<file path="src/rtl/gpu_text_ctrl.sv">
// gpu_text_ctrl: command FIFO plus cell-command sequencer sharing a single-port
// character RAM with the display fetch path, which always wins arbitration.
module gpu_text_ctrl #(
    parameter int COLS       = 40,
    parameter int ROWS       = 25,
    parameter int ADDR_W     = 10,
    parameter int FIFO_DEPTH = 4
) (
    input  logic              i_clk,
    input  logic              i_rst_n,
    input  logic              i_cmd_valid,
    output logic              o_cmd_ready,
    input  logic [7:0]        i_cmd_op,
    input  logic [15:0]       i_cmd_param,
    input  logic              i_disp_req,
    input  logic [ADDR_W-1:0] i_disp_addr,
    output logic              o_disp_ack,
    output logic [7:0]        o_disp_data,
    output logic              o_mem_en,
    output logic              o_mem_we,
    output logic [ADDR_W-1:0] o_mem_addr,
    output logic [7:0]        o_mem_wdata,
    input  logic [7:0]        i_mem_rdata,
    output logic [5:0]        o_cur_x,
    output logic [4:0]        o_cur_y,
    output logic              o_busy,
    output logic              o_cmd_err
);
    localparam int PW = $clog2(FIFO_DEPTH);
    localparam logic [ADDR_W-1:0] LAST = ADDR_W'(COLS * ROWS - 1);
    localparam logic [7:0] OP_HOME = 8'hC0;
    localparam logic [7:0] OP_PUT  = 8'hC1;
    localparam logic [7:0] OP_BS   = 8'hC2;
    localparam logic [7:0] OP_ROW  = 8'hC3;
    localparam logic [7:0] OP_COL  = 8'hC4;
    localparam logic [7:0] OP_CLR  = 8'hC5;
    localparam logic [7:0] OP_NL   = 8'hC6;

    typedef enum logic [1:0] {S_IDLE, S_EXEC, S_CLEAR} state_t;

    state_t            r_state, w_state_nx;
    logic [23:0]       r_fifo [FIFO_DEPTH];
    logic [PW-1:0]     r_wp, r_rp;
    logic [PW:0]       r_cnt, w_cnt_nx;
    logic              r_full, w_push, w_pop;
    logic [7:0]        r_op;
    logic [15:0]       r_param;
    logic [5:0]        r_x, w_bs_x;
    logic [4:0]        r_y, w_bs_y;
    logic [ADDR_W-1:0] r_clr, w_cur_addr, w_bs_addr, w_wr_addr;
    logic [7:0]        w_wr_data;
    logic              r_err, r_ack;
    logic              w_disp, w_home, w_wr_pend, w_wr_go, w_done;

    // Display requests are ignored while reset is held so every output reads 0.
    assign w_disp   = i_disp_req && i_rst_n;
    assign w_push   = i_cmd_valid && !r_full;
    assign w_pop    = (r_state == S_IDLE) && (r_cnt != '0);
    assign w_cnt_nx = r_cnt + (PW+1)'(w_push) - (PW+1)'(w_pop);

    always_ff @(posedge i_clk or negedge i_rst_n)
        if (!i_rst_n) begin
            r_wp   <= '0;
            r_rp   <= '0;
            r_cnt  <= '0;
            r_full <= 1'b0;
        end else begin
            if (w_push) r_wp <= r_wp + PW'(1);
            if (w_pop) r_rp <= r_rp + PW'(1);
            r_cnt  <= w_cnt_nx;
            r_full <= w_cnt_nx == (PW+1)'(FIFO_DEPTH);
        end

    always_ff @(posedge i_clk)
        if (w_push) r_fifo[r_wp] <= {i_cmd_op, i_cmd_param};

    assign w_home     = (r_x == '0) && (r_y == '0);
    assign w_bs_x     = (r_x == '0) ? 6'(COLS - 1) : r_x - 6'd1;
    assign w_bs_y     = (r_x == '0) ? r_y - 5'd1 : r_y;
    assign w_cur_addr = ADDR_W'(r_y) * ADDR_W'(COLS) + ADDR_W'(r_x);
    assign w_bs_addr  = ADDR_W'(w_bs_y) * ADDR_W'(COLS) + ADDR_W'(w_bs_x);
    assign w_wr_go    = w_wr_pend && !w_disp;

    always_comb begin
        w_state_nx = r_state;
        w_wr_pend  = 1'b0;
        w_wr_addr  = '0;
        w_wr_data  = '0;
        w_done     = 1'b0;
        case (r_state)
            S_IDLE: w_state_nx = (r_cnt != '0) ? S_EXEC : S_IDLE;
            S_EXEC: begin
                w_wr_pend  = (r_op == OP_PUT) || ((r_op == OP_BS) && !w_home);
                w_wr_addr  = (r_op == OP_PUT) ? w_cur_addr : w_bs_addr;
                w_wr_data  = (r_op == OP_PUT) ? r_param[7:0] : 8'h00;
                w_done     = !w_wr_pend || !w_disp;
                w_state_nx = !w_done ? S_EXEC : (r_op == OP_CLR) ? S_CLEAR : S_IDLE;
            end
            S_CLEAR: begin
                w_wr_pend  = 1'b1;
                w_wr_addr  = r_clr;
                w_done     = !w_disp && (r_clr == LAST);
                w_state_nx = w_done ? S_IDLE : S_CLEAR;
            end
            default: w_state_nx = S_IDLE;
        endcase
    end

    always_ff @(posedge i_clk or negedge i_rst_n)
        if (!i_rst_n) r_state <= S_IDLE;
        else r_state <= w_state_nx;

    // Cursor and clear counter move only on the edge that retires the command's write.
    always_ff @(posedge i_clk or negedge i_rst_n)
        if (!i_rst_n) begin
            r_op    <= '0;
            r_param <= '0;
            r_x     <= '0;
            r_y     <= '0;
            r_clr   <= '0;
            r_err   <= 1'b0;
            r_ack   <= 1'b0;
        end else begin
            r_ack <= w_disp;
            r_err <= 1'b0;
            if (w_pop) {r_op, r_param} <= r_fifo[r_rp];
            if (r_state == S_EXEC && w_done)
                case (r_op)
                    OP_HOME: begin
                        r_x <= '0;
                        r_y <= '0;
                    end
                    OP_PUT: begin
                        r_x <= (r_x == 6'(COLS - 1)) ? '0 : r_x + 6'd1;
                        r_y <= (r_x != 6'(COLS - 1)) ? r_y : (r_y == 5'(ROWS - 1)) ? '0 : r_y + 5'd1;
                    end
                    OP_BS: if (!w_home) begin
                        r_x <= w_bs_x;
                        r_y <= w_bs_y;
                    end
                    OP_ROW: if (r_param < 16'(ROWS)) r_y <= r_param[4:0]; else r_err <= 1'b1;
                    OP_COL: if (r_param < 16'(COLS)) r_x <= r_param[5:0]; else r_err <= 1'b1;
                    OP_CLR: r_clr <= '0;
                    OP_NL: begin
                        r_x <= '0;
                        r_y <= (r_y == 5'(ROWS - 1)) ? '0 : r_y + 5'd1;
                    end
                    default: r_err <= 1'b1;
                endcase
            if (r_state == S_CLEAR && w_wr_go) begin
                r_clr <= r_clr + ADDR_W'(1);
                if (r_clr == LAST) begin
                    r_x <= '0;
                    r_y <= '0;
                end
            end
        end

    assign o_cmd_ready = !r_full;
    assign o_busy      = (r_cnt != '0) || (r_state != S_IDLE);
    assign o_cmd_err   = r_err;
    assign o_cur_x     = r_x;
    assign o_cur_y     = r_y;
    assign o_disp_ack  = r_ack;
    assign o_disp_data = r_ack ? i_mem_rdata : 8'h00;
    assign o_mem_en    = w_disp || w_wr_pend;
    assign o_mem_we    = w_wr_go;
    assign o_mem_addr  = w_disp ? i_disp_addr : w_wr_go ? w_wr_addr : '0;
    assign o_mem_wdata = w_wr_go ? w_wr_data : 8'h00;
endmodule

</file>
<file path="config.mk">
export PLATFORM = sky130hd
export DESIGN_NAME = gpu_text_ctrl
export DESIGN_NICKNAME = d
export VERILOG_FILES = /design/src/rtl/gpu_text_ctrl.sv
export SDC_FILE = /design/constraint.sdc
export NUM_CORES = 1
export LEC_CHECK = 0
export ABC_AREA = 1
export BUFFER_PORTS_ARGS = -buffer_cell sky130_fd_sc_hd__buf_2
export CORE_MARGIN = 2
export CORE_UTILIZATION = 64
export CTS_BUF_LIST = sky130_fd_sc_hd__clkbuf_16
export DETAILED_ROUTE_END_ITERATION = 10
export GPL_ROUTABILITY_DRIVEN = 0
export PLACE_DENSITY = 0.86
export REMOVE_ABC_BUFFERS = 1
export SYNTH_ARGS = -nofsm -noshare
export SYNTH_HDL_FRONTEND = slang
export SYNTH_SLANG_ARGS = --single-unit
</file>
<file path="constraint.sdc">
create_clock -name i_clk -period 10.15 [get_ports i_clk]
set_clock_uncertainty 0.2 [all_clocks]
set_input_delay 1.5225 -clock i_clk [delete_from_list [all_inputs] [get_ports i_clk]]
set_output_delay 1.5225 -clock i_clk [all_outputs]
set_load 0.005 [all_outputs]
</file>
==> run metrics <==
fin worst setup slack=roughly 4.5 ns; Worst Path Required=8.43 ns; Nets=approximately 1100; final worst-path cycle share=a little under three fifths; CP Capture Type=primary output; Slew Limit Fails=0; worst path bufs/invs=5; count leader, synth=nand2_1; clk_lat worst skew=approximately 0.42 ns; IO buf count=between 80 and 90; Post-synth top cells=nand2_1, nor2_1, inv_1; die area=14100 sq um; Distinct cells, synth=42; total global-route track usage=~29%; vias in the first global route=6849; CTS max path bufs=2; share of layout cells above drive strength 1=15.6%; critical path fanouts, max=58; Seq. cell area=4310 sq um; dominant cell type by area after synthesis=edfxtp_1; Ys Warns=0; CP arrival=3.92 ns; FILL cells=857; # IOs=just under 90; WL final=~20000 um; postcts setup bufs=0; vias=slightly above 7000; max-cap violations=0; die height=about 120 um; number of flops mapped to enable cells by yosys=96; dominant cells by area after synthesis=edfxtp_1, dfrtp_1, nand2_1; Avg Cell Area, Syn=just under 9 sq um; Pleak=about 4.4 nW; Final Setup Violations=0; antenna violations before repair=0; initial core utilization=66.1%; Synth Instances=between 900 and 1000; GRT overflow=0; CP most frequent cell=buf_2; number of clock buffers inserted by TritonCTS=17; Synth Flop Type=edfxtp_1; final core utilization=between 70% and 80%; Slew Limit Headroom=26.2%; clock slew at reported path FFs=~0.060 ns; area of the multi-input gates=roughly 3600 sq um; CTS sink count=153; Synth Area in Compound Gates=a little under 10%; Via density=roughly 5.8; Post-Syn Area=approximately 8400 sq um; DP Wirelength=around 13000 um; Rows=a little over 40; Antenna Nets Post-Route=0; Crit Path Class=in -> out; post-synthesis mux area share=0%; Async SR Flop Fraction=about 37%; Slew @ Worst Pin=1.11 ns; FF+latch count, synth=153; Final min period=5.64 ns; PD cells=292 nW/um^2; startpoint class of the critical path=input pin; TNS Setup=0 ns; WHS=~0.36 ns; antenna fix cells=0; status=completed; die width=~120 um; slowest cell delay on critical path=about 0.59 ns; H-Tree Depth=4; largest family of logic cells by synthesized area=simple AND/OR/NAND/NOR gates; Synth Area in XOR/XNOR=1.04%; Synth top area share=34.1%; dpl ws=4.55 ns; CTS Hold Buffers Added=0; CTS tree=done; Synth Area in Adders=6.07%; Top delay family on crit path=buffers and inverters; cells along the critical path=buf_2, buf_4, nand2_1, clkinv_1, a21oi_2, inv_2, nor3_1, buf_2; RSZ-0062 raised after global routing=no; wire per inst=approximately 16 um; PostCTS Resize Cnt=0; first-pass GRT wire length=about 32000 um; Max IR drop VDD=between 0.15 and 0.2 mV; maximum clock rate=approximately 180 MHz; CP max stage cell=a21oi_2; Finished Layout Cells=roughly 1200; router iterations before antenna repair=5; initial DRC count=between 700 and 800; Placed Instances=1210; Hold Path Class=reg -> reg; Final Hold Vio Count=0; register area share after synthesis=51.0%; DRC violations left=0; area of the core=about 13000 sq um; synthesis-to-layout area growth=13.7%; largest net degree at the start of global routing=59; Synth Area in Simple Gates=about a quarter; CTS Root Cell=clkbuf_16
## final timing paths
kind                            slack, ns                   end  cells past startpoint                start
worst max-delay path                 4.51        o_mem_wdata[2]                      8              i_rst_n
worst min-delay path                 0.36   r_op[6]$_DFFE_PN0P_                      2  r_op[6]$_DFFE_PN0P_
worst max register to register       7.39      r_full$_DFF_PN0_                     11   r_cnt[1]$_DFF_PN0_
worst min register to register       0.36   r_op[6]$_DFFE_PN0P_                      2  r_op[6]$_DFFE_PN0P_
max in group asynchronous            8.16  r_clr[4]$_DFFE_PN0P_                      2              i_rst_n
min in group asynchronous            1.04  o_cur_y[0]$_DFF_PN0_                      2              i_rst_n
## per-stage QoR
| stage | power (W) | cell area (sq um) |
|---|---|---|
| 2_1_floorplan | 0.00184 | 8320 |
| 3_3_place_gp | 0.00214 | 9050 |
| 3_5_place_dp | 0.00219 | 9050 |
| 4_1_cts | 0.00279 | 9600 |
| 5_1_grt | 0.00302 | 9600 |
| 6_report | 0.00281 | 9600 |
## cell usage in the layout, fill, tap and decap left out, types with 2 or more instances in the layout
cell type and count:
nor3_2 2, clkbuf_16 17, buf_4 7, or2_2 3
nand2_4 6, o22ai_1 17, clkinv_2 2, edfxtp_1 96
nand2_1 197, inv_1 106, o21ai_1 5, nand2_2 4
nand3_4 3, a31oi_1 12, nor2_2 7, inv_6 4
buf_2 88, dfrtp_1 57, o31ai_1 2, o21ai_0 89
o211ai_1 3, fa_1 5, nand3_2 2, nand4_1 17
clkinv_4 3, clkinvlp_4 3, a21oi_2 2, clkinv_1 4
inv_2 5, o221ai_1 4, nand3_1 70, nor2_1 145
xnor2_1 4, ha_1 33, nor3_1 17, xor2_1 6
nor2_4 5, a21oi_1 11
## power breakdown
group,internal [W],leakage [nW],switching [W]
Combinational,0.000413,2.56,0.000815
Sequential,0.000848,1.57,0.000145
Clock,0.000337,0.270,0.000247
Total,0.00160,4.40,0.00121
## worst min-delay path, delay by kind of cell (launching register included)
family	cells	cell delay, ns
and+or+nand+nor	1	0.10
DFF	1	0.38
AOI/OAI and AO/OA	1	0.04
## metal layers
| metal | wire, um | up-vias | global-route usage (%) |
|---|---|---|---|
| li1 | - | 3431 | - |
| met1 | 7850 | 3357 | 35.5 |
| met2 | 9850 | 378 | 49.7 |
| met3 | 1510 | 70 | 5.41 |
| met4 | 731 | 0 | 15.2 |
| met5 | 0 | - | 0 |
## cells by family (layout without fill, tap and decap cells)
group | Yosys count | in the layout
XOR/XNOR | 10 | 10
flip-flops | 153 | 153
buffers and inverters | 141 | 240
adder cells (fa/ha/maj) | 38 | 38
AND/OR/NAND/NOR | 481 | 481
AO/OA/AOI/OAI | 148 | 148
## final cells by class
type | instances | share of cell area [%]
Sequential cell | 153 | 44.9
Tap cell | 172 | 2.24
Timing Repair Buffer | 95 | 5.14
Inverter | 113 | 4.47
Clock buffer | 17 | 4.43
Clock inverter | 15 | 1.32
Multi-Input combinational cell | 677 | 37.5
## registers in the layout (all words and copies together), names as in the netlist
| signal | count |
|---|---|
| o_cur_x | 6 |
| o_disp_ack | 1 |
| r_fifo | 96 |
| o_cmd_err | 1 |
| r_wp | 2 |
| r_param | 16 |
| o_cur_y | 5 |
| r_full | 1 |
| r_cnt | 3 |
| r_clr | 10 |
| r_state | 2 |
| r_op | 8 |
| r_rp | 2 |
(Power assumes the default switching activity.)
